`src/rtl/fpsub_seq.sv`:
```
// fpsub_seq: iterative binary32 subtractor, result = a - b, valid/ready on both sides.
// Optional FPSUB_SEQ_FLAGS_EN adds flags[2:0] = {overflow, underflow, zero}.
module fpsub_seq (
  input  logic        clk,
  input  logic        rst_n,
  input  logic [31:0] a,
  input  logic [31:0] b,
  input  logic        in_valid,
  output logic        in_ready,
  output logic [31:0] result,
  output logic        out_valid,
  input  logic        out_ready
`ifdef FPSUB_SEQ_FLAGS_EN
  ,
  output logic [2:0]  flags
`endif
);

  typedef enum logic [2:0] {
    IDLE, UNPACK, ALIGN, EXEC, NORM, DONE
  } state_t;

  state_t      r_state, w_next;
  logic [31:0] r_a, r_b, r_result;
  logic        r_sx, r_sy, r_s;
  logic [24:0] r_mx, r_my, r_m;
  logic [7:0]  r_e;
  logic [4:0]  r_cnt;
`ifdef FPSUB_SEQ_FLAGS_EN
  logic [2:0]  r_flags;
`endif

  logic [7:0]  w_ea, w_eb, w_ex, w_ey, w_diff, w_einc;
  logic [24:0] w_ma, w_mb, w_mx, w_my, w_m;
  logic        w_sb, w_swap, w_sx, w_sy, w_s;
  logic        w_same, w_ge;

  assign in_ready  = (r_state == IDLE);
  assign out_valid = (r_state == DONE);
  assign result    = r_result;
`ifdef FPSUB_SEQ_FLAGS_EN
  assign flags     = r_flags;
`endif

  // unpack and order operands; b's sign is flipped so the core adds
  assign w_ea   = r_a[30:23];
  assign w_eb   = r_b[30:23];
  assign w_ma   = {1'b0, w_ea != 8'd0, r_a[22:0]};
  assign w_mb   = {1'b0, w_eb != 8'd0, r_b[22:0]};
  assign w_sb   = ~r_b[31];
  assign w_swap = (w_eb > w_ea);
  assign w_ex   = w_swap ? w_eb : w_ea;
  assign w_ey   = w_swap ? w_ea : w_eb;
  assign w_mx   = w_swap ? w_mb : w_ma;
  assign w_my   = w_swap ? w_ma : w_mb;
  assign w_sx   = w_swap ? w_sb : r_a[31];
  assign w_sy   = w_swap ? r_a[31] : w_sb;
  assign w_diff = w_ex - w_ey;

  // signed-magnitude add of the aligned mantissas
  assign w_same = (r_sx == r_sy);
  assign w_ge   = (r_mx >= r_my);
  assign w_m    = w_same ? r_mx + r_my :
                  w_ge   ? r_mx - r_my : r_my - r_mx;
  assign w_s    = (w_same || w_ge) ? r_sx : r_sy;
  assign w_einc = r_e + 8'd1;

  // state register
  always_ff @(posedge clk or negedge rst_n) begin
    if (!rst_n) r_state <= IDLE;
    else        r_state <= w_next;
  end

  // next-state logic
  always_comb begin
    w_next = r_state;
    unique case (r_state)
      IDLE:   if (in_valid) w_next = UNPACK;
      UNPACK: w_next = ALIGN;
      ALIGN:  if (r_cnt == 5'd0) w_next = EXEC;
      EXEC: begin
        if (w_m == 25'd0)                      w_next = DONE;
        else if (w_m[24] && w_einc == 8'hFF)   w_next = DONE;
        else                                   w_next = NORM;
      end
      NORM:   if (r_m[23] || r_e == 8'd1) w_next = DONE;
      DONE:   if (out_ready) w_next = IDLE;
      default: w_next = IDLE;
    endcase
  end

  // datapath: one align or normalise step per cycle, truncating
  always_ff @(posedge clk or negedge rst_n) begin
    if (!rst_n) begin
      r_a      <= '0;
      r_b      <= '0;
      r_sx     <= 1'b0;
      r_sy     <= 1'b0;
      r_s      <= 1'b0;
      r_mx     <= '0;
      r_my     <= '0;
      r_m      <= '0;
      r_e      <= '0;
      r_cnt    <= '0;
      r_result <= '0;
`ifdef FPSUB_SEQ_FLAGS_EN
      r_flags  <= '0;
`endif
    end else begin
      unique case (r_state)
        IDLE: begin
          if (in_valid) begin
            r_a <= a;
            r_b <= b;
          end
        end
        UNPACK: begin
          r_sx <= w_sx;
          r_sy <= w_sy;
          r_mx <= w_mx;
          r_e  <= w_ex;
          if (w_diff > 8'd24) begin
            r_my  <= '0;
            r_cnt <= '0;
          end else begin
            r_my  <= w_my;
            r_cnt <= w_diff[4:0];
          end
        end
        ALIGN: begin
          if (r_cnt != 5'd0) begin
            r_my  <= r_my >> 1;
            r_cnt <= r_cnt - 5'd1;
          end
        end
        EXEC: begin
          r_s <= w_s;
          if (w_m == 25'd0) begin
            r_result <= 32'h0000_0000;
`ifdef FPSUB_SEQ_FLAGS_EN
            r_flags  <= 3'b001;
`endif
          end else if (w_m[24]) begin
            r_m <= w_m >> 1;
            r_e <= w_einc;
            if (w_einc == 8'hFF) begin
              r_result <= {w_s, 8'hFF, 23'd0};
`ifdef FPSUB_SEQ_FLAGS_EN
              r_flags  <= 3'b100;
`endif
            end
          end else begin
            r_m <= w_m;
          end
        end
        NORM: begin
          if (r_m[23]) begin
            r_result <= {r_s, r_e, r_m[22:0]};
`ifdef FPSUB_SEQ_FLAGS_EN
            r_flags  <= 3'b000;
`endif
          end else if (r_e == 8'd1) begin
            r_result <= 32'h0000_0000;
`ifdef FPSUB_SEQ_FLAGS_EN
            r_flags  <= 3'b010;
`endif
          end else begin
            r_m <= r_m << 1;
            r_e <= r_e - 8'd1;
          end
        end
        DONE: ;
        default: ;
      endcase
    end
  end

endmodule

```
`config.mk`:
```
export PLATFORM = sky130hd
export DESIGN_NAME = fpsub_seq
export DESIGN_NICKNAME = d
export VERILOG_FILES = /design/src/rtl/fpsub_seq.sv
export SDC_FILE = /design/constraint.sdc
export NUM_CORES = 1
export LEC_CHECK = 0
export ABC_AREA = 1
export ABC_CLOCK_PERIOD_IN_PS = 4000
export CORE_MARGIN = 4
export CORE_UTILIZATION = 55
export CTS_CLUSTER_DIAMETER = 60
export DETAILED_ROUTE_END_ITERATION = 16
export GPL_TIMING_DRIVEN = 0
export PLACE_DENSITY = 0.83
export SETUP_SLACK_MARGIN = 0.1
export SLEW_MARGIN = 20
export SYNTH_ARGS = -nofsm -noshare
export SYNTH_HDL_FRONTEND = slang
export SYNTH_SLANG_ARGS = --single-unit
```
`constraint.sdc`:
```
create_clock -name clk -period 4 [get_ports clk]
set_clock_uncertainty 0.15 [all_clocks]
set_input_delay 0.8 -clock clk [delete_from_list [all_inputs] [get_ports clk]]
set_output_delay 0.8 -clock clk [all_outputs]
set_load 0.03 [all_outputs]
```
* Word level (Yosys, flattened, before mapping)
Cells that the tools add are included.
Word-level totals: output and inout port bits 34, input bits 68, register bits after elaboration 189
Cells by class: add/sub/neg operators 7, $lt $le $gt $ge 3, reduce and logical (&&, ||, !) cells 19, multiplexer cells 38, eq/ne operators 20, bitwise operators 1
Operators by type and width (number):
- $mux W24 | 7
- $mux W32 | 5
- $mux W25 | 3
- $pmux W32 S2 | 1
- $pmux W25 S2 | 1
- $sub A25 B25 Y25 | 2
- $mux W8 | 6
- $pmux W24 S2 | 1
- $add A25 B25 Y25 | 1
- $ge A25 B25 Y1 | 1
- $logic_not A25 Y1 | 1
- $pmux W8 S3 | 1
- $pmux W3 S6 | 1
- $ne A2 B2 Y1 const B | 8
- $reduce_bool A8 Y1 | 2
- $mux W3 | 4
- $reduce_and A4 Y1 | 3
- $mux W5 | 2
- $pmux W5 S2 | 1
- $ne A3 B3 Y1 const B | 3
- $add A8 B1 Y8 const B | 1
- $eq A8 B1 Y1 const B | 1
- $eq A8 B8 Y1 const B | 1
- $gt A8 B5 Y1 const B | 1
- other kinds (20) | 30

* Logic depth before layout (Yosys ltp)
depth after elaboration 7, mapped depth 27, depth with buffers taken out 27

* Worst setup path after synthesis
No wires, ideal clock.
kind reg2reg, from register r_mx[0], to register r_result[0] (netlist: result[0]), period minus slack after synthesis 3214 ps, required time 3732 ps, cell stages (with the launch flop) 26, library setup time 118 ps, arrival 2946 ps, setup slack 786 ps, path through dfrtp_1 > inv_1 > ha_1 > inv_1 > fa_1 > nand3_1 > nand2_1 > nand2_1 > nand2_1 > nand2_1 > nand2_1 > nand2_1 > nand2_1 > nand2_1 > nand2_1 > nand2_1 > nand2_1 > a21oi_1 > nand3_1 > nor2_2 > nand2_2 > a21oi_4 > nand2_4 > buf_6 > nand2_1 > nand2_1
Between the ends: longest elaborated chain between the ends 6, elaborated cells on any way between the ends 12
Ends and longest elaborated chain:
- start: declaration | line 26 | logic [24:0] r_mx, r_my, r_m;
- start signal: assignment | line 120 | r_mx <= w_mx;
- $sub A25 B25 Y25 / $ge A25 B25 Y1 (equally long branches) | line 64, 62
- $mux W25 | line 64 | w_ge ? r_mx - r_my : r_my - r_mx;
- $mux W25 (*) | line 63 | assign w_m = w_same ? r_mx + r_my :
- $logic_not A25 Y1 | line 138 | if (w_m == 25'd0) begin
- $ne A3 B3 Y1 (no line) / $mux W32 (equally long branches)
- $reduce_and A4 Y1 (no line) / $pmux W32 S2 (equally long branches)
- end signal: assignment | line 147 | r_result <= {w_s, 8'hFF, 23'd0};
- end signal: assignment | line 158 | r_result <= {r_s, r_e, r_m[22:0]};
- end: declaration | line 24 | logic [31:0] r_a, r_b, r_result;
Mark *: on every way between the ends. The rest lies on a longest branch, timed or not. A chain may end at the register's enable or synchronous reset.

* Worst setup path in the final report
from register r_mx[8], to register r_result[16] (netlist: result[16])
The elaborated chain is that of the path after synthesis.

==> impl_results.md <==
* Outcome: finished, final reports clean
* Ports at 102
* Max stage delay on crit path at 390 ps
* Avg Synthesized Cell Area at 6.72 um2
* Antenna Cells at 0
* Leakage power at 0.00936 uW
* Max-slew violation count at 0
* CP Class: flop to flop
* Crit path from: r_mx[8]
* Synth Flop Type: dfrtp_1
* TNS Setup at 0 ps
* Post-synth EDFFs at 0
* Maximum fanout along the worst path at 10
* Fin area at 0.0180 mm2
* Slew headroom at 0.311
* Final setup viols at 0
* Fin nets at 2564
* Aggregate global routing overflow at 0
* CP top delay family: simple AND/OR/NAND/NOR gates
* Final cell utilization of the core at 0.671
* Synth Warn # at 0
* Worst-case clock buffer depth at 2
* PwrDens at 206 mW/mm2
* R2R Path Start: r_mx[8]
* Fillers at 2348
* Final HPWL from detailed placement at 37900 um
* DRT Wirelength at 49800 um
* RSZ-0062 raised after global routing: true
* Core area at 0.0269 mm2
* Max Freq at 0.266 GHz
* CTS clk-pin slew, worst paths at 80 ps
* DR WL/cell at 18.1 um
* Clk_lat worst skew at 440 ps
* Maximum VDD drop at 0.231 mV
* Most used cell along the critical path: nand2_1
* Routed Antenna Nets at 0
* Hold Vio Cnt, Final at 0
* Initial DRC count at 1817
* Post-synth cell types at 51
* Vias in the first global route at 14.8k
* Max-cap violations at 0
* Final Wtd Congestion at 1.04
* GRT Util Overall at 0.313
* Syn nets at 2386
* Die ar. at 0.0299 mm2
* Crit path buffers/inverters at 4
* TritonCTS clock tree: built
* Hold buffer count at cts at 0
* Placed cell area at 0.0164 mm2
* Initial Util at 0.557
* Synth-to-layout area growth at 20.4%
* Routed vias at 16.1k
* Antenna violations before repair at 0
* Mapped Area at 0.0150 mm2
* CTS sink cnt at 187
* FP Rows at 60
* Worst Slack Setup Final at 240 ps
* CP required at 4180 ps
* Root buffer cell: clkbuf_16
* Ys async rst share at 1.00
* Die span in y at 173 um
* Tmin final at 3760 ps
* # port buffers at 101
* H-tree depth at 4
* Register area share after synthesis at 0.313
* Worst-margin pin slew at 1030 ps
* Critical Path, Cell by Cell: inv_1, ha_1, buf_6, nand2_1, nand2_2, a21oi_2, nand3_2, nand2_4, nand3_4, buf_12, nand2_1, nand3_1, nand2_2, nand3_1, nor2_1, nand3_1, nor2_4, nand2_4, a21oi_4, nand2_4, buf_8, nand2_1, nand2_1
* Cells after Synth at 2227
* Mean number of vias per cell at 5.84
* WP data arrival at 3940 ps
* Hold Crit Class: input pin to asynchronous set/reset pin
* Final Cycle Share at 0.940
* DRC viols at 0
* Drt pass-1 iters at 8
* Startpoint types: flop
* CP max-delay cell: dfrtp_1
* Share of cells above drive strength 1 at 0.132
* CTS Buf Count at 17
* Flops & latches, synth at 187
* Global-route wire length before repair at 76400 um
* Die width at 173 um
* Critical Path Sink Type: flop
* Largest net degree at the start of global routing at 98
* Place WS at -92.6 ps
## worst paths after layout
check                             endpoint  slack [ps]  cells after the start
worst max-delay path            result[16]         240                     23
worst min-delay path               r_mx[2]         180                      1
worst max register to register  result[16]         240                     23
worst min register to register   result[2]         320                      2
max in group asynchronous          r_b[18]        2600                      2
min in group clk                 result[2]         320                      2
## per-stage QoR
| stage | std cells | power [uW] | hold slack, ps |
|---|---|---|---|
| global route | 2759 | 3830 | 246 |
| floorplan | 2227 | 1930 | 299 |
| finish | 2759 | 3710 | 175 |
| CTS | 2703 | 3730 | 261 |
| global placement | 2669 | 2030 | 305 |
| detailed placement | 2670 | 2030 | 307 |
## worst register-to-register path, delay by kind of cell, from the launching register on
kind / cells / cell delay, ps
AO/OA/AOI/OAI: 2 / 390
AND/OR/NAND/NOR: 16 / 1810
flip-flops: 1 / 390
adder cells (fa/ha/maj): 1 / 280
buffers and inverters: 4 / 620
## layout make-up
type / instances / area, um2 / share of cell area
clock buffer: 19 / 443 / 0.0246
buffer: 100 / 618 / 0.0343
tap: 341 / 427 / 0.0237
clock inverter: 13 / 148 / 0.00819
sequential: 187 / 4700 / 0.261
timing repair buffer: 159 / 1490 / 0.0826
inverter: 257 / 978 / 0.0543
multi-input combinational: 1683 / 9220 / 0.511
## Yosys cell counts, drive strengths merged, types with 2 or more instances
library cell | n | share of area
nor3 | 12 | 0.0040
a21oi | 205 | 0.070
mux2i | 2 | 0.0013
nand2 | 686 | 0.18
a21boi | 2 | 0.0010
xnor2 | 3 | 0.0018
o221ai | 4 | 0.0023
o22ai | 19 | 0.0079
nor2 | 196 | 0.053
o21ai | 149 | 0.050
a21o | 2 | 0.0010
or2 | 3 | 0.0013
a2bb2oi | 2 | 0.0012
dfrtp | 187 | 0.31
ha | 88 | 0.074
nand3 | 129 | 0.045
nand3b | 5 | 0.0028
nand4 | 58 | 0.024
mux2 | 44 | 0.033
o211ai | 9 | 0.0045
a22oi | 15 | 0.0075
buf | 43 | 0.019
inv | 256 | 0.064
clkbuf | 57 | 0.014
a31oi | 4 | 0.0017
o21bai | 10 | 0.0050
fa | 3 | 0.0040
nor4 | 5 | 0.0021
xor2 | 23 | 0.013
## cell usage in the layout, fill, tap and decap left out, types with 5 or more instances in the layout
cell               n
nor2_2            14
ha_1              83
a21oi_1          189
clkbuf_16         18
clkdlybuf4s50_1  100
o22ai_1           19
buf_4             66
nor2_4            10
nand2_1          644
nor2_1           172
nand3_1          120
clkbuf_4           5
dfrtp_1          170
o21bai_1          10
inv_1            239
nand4_1           58
nor4_1             5
buf_6             16
nand2_4           11
nor3_1            12
nand2_2           31
ha_4               5
xor2_1            23
clkbuf_2           5
clkbuf_1          52
inv_8              5
a22oi_1           15
nand3_2            6
a21oi_4            7
dfrtp_2           17
mux2_2            44
a21oi_2            9
o21ai_0          147
inv_2             13
buf_2              8
o211ai_1           9
## cells by family (layout without fill, tap and decap cells)
logic type / after synthesis / after routing / share of synthesized area
flip-flops: 187 / 187 / 0.313
buffers and inverters: 357 / 548 / 0.0979
XOR/XNOR: 26 / 26 / 0.0152
AO/OA/AOI/OAI: 425 / 425 / 0.154
multiplexers: 46 / 46 / 0.0344
AND/OR/NAND/NOR: 1095 / 1095 / 0.308
adder cells (fa/ha/maj): 91 / 91 / 0.0776
## registers in the layout, summed over array words and instances, names as in the netlist
name     cells
r_a         32
r_b         32
result      32
r_m         24
r_mx        24
r_my        24
r_e          8
r_cnt        5
r_state      3
r_s          1
r_sx         1
r_sy         1
## layer usage
layer	track usage	routed length, um	vias to the layer above	part of all wire
met5	0	0	-	0
met4	0.135	2300	0	0.046
met3	0.0426	4470	153	0.090
met2	0.508	23000	844	0.46
met1	0.420	20100	7499	0.40
li1	-	-	7609	-
## what timing repair did
item / 4_1_cts / 5_1_grt
pin swaps: 1 / 21
gates cloned: 0 / 1
resized for setup: 14 / 160
endpoints found under the setup margin: 73 / 88
setup buffers: 1 / 55
## report_power, final
part	leakage [uW]	internal [uW]	switching [uW]	total (uW)
Combinational	0.00662	60.3	45.2	105
Sequential	0.00244	1890	0	1890
Clock	0.000287	859	860	1720
No activity file was read; power rests on OpenSTA's default activity.
